$ cat config.mk
export PLATFORM = sky130hd
export DESIGN_NAME = mem_req_arbiter_flat
export DESIGN_NICKNAME = d
export VERILOG_FILES = /design/src/rtl/mem_req_arbiter_if.sv /design/src/rtl/mem_req_arbiter.sv /design/src/flat_wrapper.sv
export SDC_FILE = /design/constraint.sdc
export NUM_CORES = 1
export LEC_CHECK = 0
export CORE_AREA = 8 8 113 115
export CTS_CLUSTER_DIAMETER = 40
export DETAILED_ROUTE_END_ITERATION = 7
export DIE_AREA = 0 0 121 123
export PLACE_DENSITY_LB_ADDON = 0.2
export REMOVE_ABC_BUFFERS = 1
export SETUP_SLACK_MARGIN = 0.3
export SLEW_MARGIN = 30
export SYNTH_ARGS = -nofsm -noshare
export SYNTH_HDL_FRONTEND = slang
export SYNTH_SLANG_ARGS = --single-unit
$ cat constraint.sdc
create_clock -name clk -period 3 [get_ports clk]
set_clock_uncertainty 0.2 [all_clocks]
set_input_delay 0.75 -clock clk [delete_from_list [all_inputs] [get_ports clk]]
set_output_delay 0.75 -clock clk [all_outputs]
set_load 0.01 [all_outputs]
$ cat src/rtl/mem_req_arbiter_if.sv
// One SRAM-like memory request port, as seen on the CPU side of the AXI bridge.
// Ports: req/wr/size/addr/wdata travel from the requester (master) to the acceptor (slave);
//        rdata/addr_ok/data_ok travel back from the acceptor to the requester.
// A requester holds req and its fields stable until addr_ok; data_ok closes the transaction.
interface mem_req_arbiter_if #(
  parameter int ADDR_W = 32,
  parameter int DATA_W = 32
);
  logic              req;
  logic              wr;
  logic [1:0]        size;
  logic [ADDR_W-1:0] addr;
  logic [DATA_W-1:0] wdata;
  logic [DATA_W-1:0] rdata;
  logic              addr_ok;
  logic              data_ok;

  // Requester side: issues the request, receives the handshakes and read data.
  modport master (
    output req, wr, size, addr, wdata,
    input  rdata, addr_ok, data_ok
  );

  // Acceptor side: receives the request, returns the handshakes and read data.
  modport slave (
    input  req, wr, size, addr, wdata,
    output rdata, addr_ok, data_ok
  );
endinterface

$ cat src/rtl/mem_req_arbiter.sv
// Shares one SRAM-like memory port between the inst and data requesters, one transaction in flight.
// Latency: 1 cycle of arbitration in IDLE before mem_req; responses are routed combinationally.
// Backpressure: a losing or late requester simply keeps req high; it never sees addr_ok/data_ok.
// Ports: clk, reset (async, active-high); inst, data = requester ports (slave modport);
//        mem = port towards the AXI bridge (master modport).
// Optional feature: define ARB_ROUND_ROBIN_EN to alternate grants on a tie (default: data wins).
module mem_req_arbiter #(
  parameter int ADDR_W = 32,
  parameter int DATA_W = 32
) (
  input  logic              clk,
  input  logic              reset,
  mem_req_arbiter_if.slave  inst,
  mem_req_arbiter_if.slave  data,
  mem_req_arbiter_if.master mem
);

  typedef enum logic [1:0] {
    ST_IDLE = 2'd0,
    ST_ADDR = 2'd1,
    ST_WAIT = 2'd2
  } state_t;

  typedef enum logic [1:0] {
    OWN_NONE = 2'd0,
    OWN_INST = 2'd1,
    OWN_DATA = 2'd2
  } owner_t;

  state_t state;
  state_t state_nxt;
  owner_t owner;
  owner_t owner_nxt;
  owner_t winner;

  // Owner's live request fields
  logic              owner_req;
  logic              owner_wr;
  logic [1:0]        owner_size;
  logic [ADDR_W-1:0] owner_addr;
  logic [DATA_W-1:0] owner_wdata;

  // FSM outputs
  logic              mem_req_d;
  logic              mem_wr_d;
  logic [1:0]        mem_size_d;
  logic [ADDR_W-1:0] mem_addr_d;
  logic [DATA_W-1:0] mem_wdata_d;
  logic              inst_addr_ok_d;
  logic              data_addr_ok_d;
  logic              inst_data_ok_d;
  logic              data_data_ok_d;

`ifdef ARB_ROUND_ROBIN_EN
  // Requester that most recently entered ADDR; the other one wins the next tie.
  owner_t rr_last;
`endif

  // Arbitration: a lone requester always wins; only a tie needs a policy.
  always_comb begin
    winner = OWN_NONE;
    if (inst.req && data.req) begin
`ifdef ARB_ROUND_ROBIN_EN
      winner = (rr_last == OWN_INST) ? OWN_DATA : OWN_INST;
`else
      winner = OWN_DATA;
`endif
    end else if (data.req) begin
      winner = OWN_DATA;
    end else if (inst.req) begin
      winner = OWN_INST;
    end
  end

  // Mux of the owner's inputs. Fields are taken live, not latched, because the
  // requester holds them stable until it sees addr_ok.
  always_comb begin
    owner_req   = 1'b0;
    owner_wr    = 1'b0;
    owner_size  = 2'd0;
    owner_addr  = '0;
    owner_wdata = '0;
    case (owner)
      OWN_INST: begin
        owner_req   = inst.req;
        owner_wr    = inst.wr;
        owner_size  = inst.size;
        owner_addr  = inst.addr;
        owner_wdata = inst.wdata;
      end
      OWN_DATA: begin
        owner_req   = data.req;
        owner_wr    = data.wr;
        owner_size  = data.size;
        owner_addr  = data.addr;
        owner_wdata = data.wdata;
      end
      default: ;
    endcase
  end

  // State and owner registers
  always_ff @(posedge clk or posedge reset) begin
    if (reset) begin
      state <= ST_IDLE;
      owner <= OWN_NONE;
    end else begin
      state <= state_nxt;
      owner <= owner_nxt;
    end
  end

`ifdef ARB_ROUND_ROBIN_EN
  always_ff @(posedge clk or posedge reset) begin
    if (reset) begin
      rr_last <= OWN_INST;
    end else if (state == ST_IDLE && state_nxt == ST_ADDR) begin
      rr_last <= owner_nxt;
    end
  end
`endif

  // Next state and outputs
  always_comb begin
    state_nxt      = state;
    owner_nxt      = owner;
    mem_req_d      = 1'b0;
    mem_wr_d       = 1'b0;
    mem_size_d     = 2'd0;
    mem_addr_d     = '0;
    mem_wdata_d    = '0;
    inst_addr_ok_d = 1'b0;
    data_addr_ok_d = 1'b0;
    inst_data_ok_d = 1'b0;
    data_data_ok_d = 1'b0;

    case (state)
      ST_IDLE: begin
        // mem_req stays low here; any mem_data_ok seen now has no owner and is dropped.
        if (winner != OWN_NONE) begin
          owner_nxt = winner;
          state_nxt = ST_ADDR;
        end
      end

      ST_ADDR: begin
        mem_req_d      = 1'b1;
        mem_wr_d       = owner_wr;
        mem_size_d     = owner_size;
        mem_addr_d     = owner_addr;
        mem_wdata_d    = owner_wdata;
        inst_addr_ok_d = (owner == OWN_INST) && mem.addr_ok;
        data_addr_ok_d = (owner == OWN_DATA) && mem.addr_ok;
        // Acceptance takes precedence over a withdrawn req: once the bridge has
        // taken the request its response must still be collected in WAIT.
        if (mem.addr_ok) begin
          state_nxt = ST_WAIT;
        end else if (!owner_req) begin
          state_nxt = ST_IDLE;
          owner_nxt = OWN_NONE;
        end
      end

      ST_WAIT: begin
        inst_data_ok_d = (owner == OWN_INST) && mem.data_ok;
        data_data_ok_d = (owner == OWN_DATA) && mem.data_ok;
        // No bypass: a req arriving with data_ok is arbitrated in IDLE next cycle.
        if (mem.data_ok) begin
          state_nxt = ST_IDLE;
          owner_nxt = OWN_NONE;
        end
      end

      default: begin
        state_nxt = ST_IDLE;
        owner_nxt = OWN_NONE;
      end
    endcase
  end

  assign mem.req      = mem_req_d;
  assign mem.wr       = mem_wr_d;
  assign mem.size     = mem_size_d;
  assign mem.addr     = mem_addr_d;
  assign mem.wdata    = mem_wdata_d;

  assign inst.addr_ok = inst_addr_ok_d;
  assign inst.data_ok = inst_data_ok_d;
  assign data.addr_ok = data_addr_ok_d;
  assign data.data_ok = data_data_ok_d;

  // Read data is shared; only the data_ok strobe identifies the real recipient.
  assign inst.rdata   = mem.rdata;
  assign data.rdata   = mem.rdata;

  // An owner exists exactly while a transaction is being issued or awaited.
  a_owner_state: assert property (@(posedge clk) disable iff (reset)
    (state == ST_IDLE) == (owner == OWN_NONE));

  // Handshakes are only ever routed to a single requester.
  a_one_addr_ok: assert property (@(posedge clk) disable iff (reset)
    !(inst.addr_ok && data.addr_ok));
  a_one_data_ok: assert property (@(posedge clk) disable iff (reset)
    !(inst.data_ok && data.data_ok));

endmodule
$ cat src/flat_wrapper.sv
// flat-port wrapper written by rule: the top's interface ports become plain ports
module mem_req_arbiter_flat 
#(
  parameter int ADDR_W = 32,
  parameter int DATA_W = 32
)
  (clk, reset, inst_req, inst_wr, inst_size, inst_addr, inst_wdata, inst_rdata, inst_addr_ok, inst_data_ok, data_req, data_wr, data_size, data_addr, data_wdata, data_rdata, data_addr_ok, data_data_ok, mem_req, mem_wr, mem_size, mem_addr, mem_wdata, mem_rdata, mem_addr_ok, mem_data_ok);
  mem_req_arbiter_if #(.ADDR_W(ADDR_W), .DATA_W(DATA_W)) inst_i ();
  mem_req_arbiter_if #(.ADDR_W(ADDR_W), .DATA_W(DATA_W)) data_i ();
  mem_req_arbiter_if #(.ADDR_W(ADDR_W), .DATA_W(DATA_W)) mem_i ();
  input  logic clk;
  input  logic reset;
  input wire logic [$bits(inst_i.req)-1:0] inst_req;
  input wire logic [$bits(inst_i.wr)-1:0] inst_wr;
  input wire logic [$bits(inst_i.size)-1:0] inst_size;
  input wire logic [$bits(inst_i.addr)-1:0] inst_addr;
  input wire logic [$bits(inst_i.wdata)-1:0] inst_wdata;
  output wire logic [$bits(inst_i.rdata)-1:0] inst_rdata;
  output wire logic [$bits(inst_i.addr_ok)-1:0] inst_addr_ok;
  output wire logic [$bits(inst_i.data_ok)-1:0] inst_data_ok;
  input wire logic [$bits(data_i.req)-1:0] data_req;
  input wire logic [$bits(data_i.wr)-1:0] data_wr;
  input wire logic [$bits(data_i.size)-1:0] data_size;
  input wire logic [$bits(data_i.addr)-1:0] data_addr;
  input wire logic [$bits(data_i.wdata)-1:0] data_wdata;
  output wire logic [$bits(data_i.rdata)-1:0] data_rdata;
  output wire logic [$bits(data_i.addr_ok)-1:0] data_addr_ok;
  output wire logic [$bits(data_i.data_ok)-1:0] data_data_ok;
  output wire logic [$bits(mem_i.req)-1:0] mem_req;
  output wire logic [$bits(mem_i.wr)-1:0] mem_wr;
  output wire logic [$bits(mem_i.size)-1:0] mem_size;
  output wire logic [$bits(mem_i.addr)-1:0] mem_addr;
  output wire logic [$bits(mem_i.wdata)-1:0] mem_wdata;
  input wire logic [$bits(mem_i.rdata)-1:0] mem_rdata;
  input wire logic [$bits(mem_i.addr_ok)-1:0] mem_addr_ok;
  input wire logic [$bits(mem_i.data_ok)-1:0] mem_data_ok;
  assign inst_i.req = inst_req;
  assign inst_i.wr = inst_wr;
  assign inst_i.size = inst_size;
  assign inst_i.addr = inst_addr;
  assign inst_i.wdata = inst_wdata;
  assign inst_rdata = inst_i.rdata;
  assign inst_addr_ok = inst_i.addr_ok;
  assign inst_data_ok = inst_i.data_ok;
  assign data_i.req = data_req;
  assign data_i.wr = data_wr;
  assign data_i.size = data_size;
  assign data_i.addr = data_addr;
  assign data_i.wdata = data_wdata;
  assign data_rdata = data_i.rdata;
  assign data_addr_ok = data_i.addr_ok;
  assign data_data_ok = data_i.data_ok;
  assign mem_req = mem_i.req;
  assign mem_wr = mem_i.wr;
  assign mem_size = mem_i.size;
  assign mem_addr = mem_i.addr;
  assign mem_wdata = mem_i.wdata;
  assign mem_i.rdata = mem_rdata;
  assign mem_i.addr_ok = mem_addr_ok;
  assign mem_i.data_ok = mem_data_ok;
  mem_req_arbiter #(.ADDR_W(ADDR_W), .DATA_W(DATA_W)) u_core (.clk(clk), .reset(reset), .inst(inst_i), .data(data_i), .mem(mem_i));
endmodule
# ---- Yosys cells after proc, flatten, opt, wreduce, memory -nomap -nowiden
# Index checks and enable logic that the tools add are counted.
dict set report word_totals {
  elab_cells 45
  input_bits 172
  ff_bits 4
  out_inout_bits 136
}
dict set report op_classes {
  reduce_logical 9
  n_eq_ne 9
  mux 25
}
# cell count
set op_table {}
lappend op_table {{case mux 32 bit (2 select lines)} 2}
lappend op_table {{two-way mux 32 bit} 2}
lappend op_table {{two-way mux 2 bit} 9}
lappend op_table {{case mux 2 bit (3 select lines)} 2}
lappend op_table {{two-way mux 1 bit} 7}
lappend op_table {{inequality test 2 bit (second input constant)} 3}
lappend op_table {{logical AND 1 bit} 5}
lappend op_table {{equality test 2 x 1 -> 1 bit (second input constant)} 2}
lappend op_table {{equality test 2 bit (second input constant)} 2}
lappend op_table {{case mux 1 bit (2 select lines)} 2}
lappend op_table {{case mux 2 bit (2 select lines)} 1}
lappend op_table {{AND reduction 4 bit} 1}
lappend op_table {{inequality test 3 bit (second input constant)} 1}
lappend op_table {{AND reduction 3 bit} 1}
lappend op_table {{zero test 2 bit} 1}
lappend op_table {{inequality test 2 x 1 -> 1 bit (second input constant)} 1}
lappend op_table {{nonzero test 2 bit} 1}

# ---- Depth between registers and ports, before layout
dict set report depth {
  word_depth 6
  ltp_mapped 7
}

# ---- Worst setup path before layout
# Ideal clock, no wire load.
dict set report synth_path {
  path_type {flip-flop to output port}
  startpoint {register u_core.owner[0]}
  endpoint {output mem_wdata[10]}
  arrival_ns 1.577
  required_ns 2.050
  stages_incl_launch_ff 8
  slack_ns 0.473
  n_path_buf 3
  path_cell_list {dfrtp_1 -> inv_1 -> ha_1 -> or3b_1 -> buf_2 -> buf_6 -> buf_6 -> nor2_1}
}
dict set report synth_between {
  elab_chain_cells 3
  word_cells_on_any_way 4
  classes_between {2 x eq/ne; 2 x mux}
}
# element line
set synth_rtl {}
lappend synth_rtl {{from (decl)} mem_req_arbiter.sv:32} ;# owner_t owner;
lappend synth_rtl {{from (signal assigned)} mem_req_arbiter.sv:109} ;# owner <= owner_nxt;
lappend synth_rtl {{equality test 2 bit or equality test 2 x 1 -> 1 bit (tied branches)} mem_req_arbiter.sv:83} ;# case (owner)
lappend synth_rtl {{case mux 32 bit (2 select lines) *} mem_req_arbiter.sv:83}
lappend synth_rtl {{two-way mux 32 bit *} mem_req_arbiter.sv:137} ;# case (state)
lappend synth_rtl {{to (decl)} flat_wrapper.sv:33} ;# output wire logic [$bits(mem_i.wdata)-1:0] mem_wdata;
# Mark *: on every way between the ends. The rest lies on a longest branch, timed or not.

# ---- Worst setup path after layout
dict set report layout_path {
  startpoint {register u_core.owner[1]}
  endpoint {output mem_wdata[7]}
}
# The elaborated chain is that of the path after synthesis.

==> reports/summary.txt <==
Sum Neg Setup Slack: 0 ns
Crit. End Element: output pin
Routed WL: 12.49 mm
total CTS buffers: 3
DIE AREA: 14,880 sq um
Worst EP required: 2.05 ns
Arrival @ worst endpoint: 1.89 ns
Setup WS pre-CTS: -0.08274 ns
met2 Use GR: 21.59%
register area share after synthesis: 6.029%
Worst Max-Slew Pin Slew: 0.3491 ns
Peak VDD IR: 225.7 uV
Starting Density: 14.99%
CTS tree: yes
layout cells sized above 1: 31.13%
post-layout min period: 2.836 ns
fin cells: 551
Tot GR Track Use: 15.17%
clk_lat worst skew: 0.23 ns
Max Cap Viol: 0
Syn. warnings: 0
met3 Track Usage GR: 11.55%
critical path fanouts, max: 5
post-synthesis average cell area: 6.411 sq um
Placer Congestion: 0.7537
# setup viols final: 0
First-pass DRT Iterations: 4
nets@finish: 584
placed instance count: 534
first-pass GRT wire length: 17.09 mm
met1 global-route usage: 16.85%
initial antenna violation count: 0
Initial DRC Count: 101
wire per inst: 22.67 um
clock buffer depth: 2
Placement Rows: 39
IO Pins: 308
crit path kind: reg2out
final worst setup slack: 0.1644 ns
CTS Root Cell: clkbuf_16
relative slew slack: 76.72%
worst min path class: reg2reg
pin count of the biggest net entering global routing: 71
Power Total: 0.002591 W
Port Buffers: 211
global route hottest layer: met2
f_max: 352.7 MHz
core region area: 11,080 sq um
vias: 2,458
Antenna Diode Count: 0
gr ovfl total: 0
Fin. Hold Viols: 0
Layout area overhead: 123.5%
Clock Pin Slew Worst Setup and Hold Paths: 0.03 ns
cells after synthesis: 259
pwr/cell area: 698.2 nW/um^2
commonest non-fill, non-tap cell in the layout: clkdlybuf4s50_1
final worst path period share: 94.52%
Final Core Density: 33.50%
Syn Std Cell Area: 1660 sq um
Leakage: 1.540 nW
synthesized flop and latch total: 4
H-tree Lvls: 1
synth unique cells: 22
CTS sink count: 4
post-route ant nets: 0
status: complete, no violations
Remaining DRCs: 0
pins over their slew limit: 0
vias in the first global route: 2,622
HPWL after DPL: 9.122 mm
element type at the critical path start: flop
chip width: 121 um
DIE HEIGHT: 123 um
RSZ-0062 raised after global routing: yes
commonest cells after routing, fill and taps aside: 140 x clkdlybuf4s50_1, 67 x a22oi_1, 56 x buf_2
Vias/cell: 4.461
routing by layer:
| metal | part of all wire, % | wire length (um) | vias up |
|---|---|---|---|
| met1 | 40 | 4976 | 1110 |
| met2 | 43 | 5408 | 191 |
| met4 | 1.2 | 146 | 2 |
| met5 | 0.59 | 74 | - |
| met3 | 15 | 1884 | 10 |
| li1 | - | - | 1145 |
synthesized netlist by cell type, drive strengths merged:
library cell  instances  share of area, %
a211oi                1              0.45
a21oi                 2              0.60
a22o                  1              0.53
a22oi                68                31
and3                  4               1.5
buf                  75                34
clkbuf               15               3.4
dfrtp                 4               6.0
ha                    2               1.5
inv                   3              0.68
nand2                 1              0.23
nor2                 73                17
nor2b                 3               1.1
nor3                  2              0.60
o21ai                 1              0.30
o41ai                 1              0.53
or3                   1              0.38
or3b                  2               1.1
cell families after synthesis:
kind of cell	Yosys count	synth area share [%]
DFF	4	6.029
adders and majority gates	2	1.507
and+or+nand+nor	86	21.40
AOI/OAI and AO/OA	74	33.16
buffers and inverters	93	37.90
area by class of cell:
cell class	instances	area, sq um
multi-input combinational	162	1094
fill	1210	7366
tap	143	178.9
inverter	3	11.26
sequential	4	100.1
clock buffer	3	75.07
timing repair buffer	236	2252
flip-flops by register name, indices dropped and copies added, names as in the netlist:
register and flops:
u_core.state 2, u_core.owner 2
power breakdown:
part / switching, W / total [W] / internal (W)
clock network: 0.0000407 / 0.000211 / 0.000171
logic: 0.00113 / 0.00228 / 0.00115
registers: 0.0000190 / 0.0000990 / 0.0000800
through the flow:
stage | hold slack [ns] | area [sq um]
2_1_floorplan | 0.2914 | 1042
3_3_place_gp | 0.3792 | 3458
3_5_place_dp | 0.3773 | 3458
4_1_cts | 0.3937 | 3607
5_1_grt | 0.4184 | 3711
6_report | 0.4036 | 3711
critical path: stages, from the launching register on:
cell and delay [ns]:
dfrtp_1 0.40, ha_4 0.25, or3b_4 0.41, buf_6 0.16, buf_16 0.14, buf_12 0.13
nor2_4 0.07, buf_6 0.10
final timing paths:
kind	from	end	slack [ns]	depth (start not counted)
max	u_core.owner[1]	mem_wdata[7]	0.16	7
min	u_core.state[1]	u_core.state[0]	0.40	2
max reg2reg	u_core.owner[0]	u_core.owner[1]	0.73	8
min reg2reg	u_core.state[1]	u_core.state[0]	0.40	2
max in group asynchronous	reset	u_core.owner[0]	1.93	2
min in group asynchronous	reset	u_core.state[1]	0.51	2
timing repair:
| action | in CTS | in global routing |
|---|---|---|
| gates cloned | 5 | 3 |
| endpoints found under the setup margin | 71 | 68 |
| resized for setup | 278 | 61 |
| pin swaps | 11 | 5 |
| hold buffers | 0 | 0 |
| buffers inserted | 5 | 1 |
No activity file was read; power rests on OpenSTA's default activity.
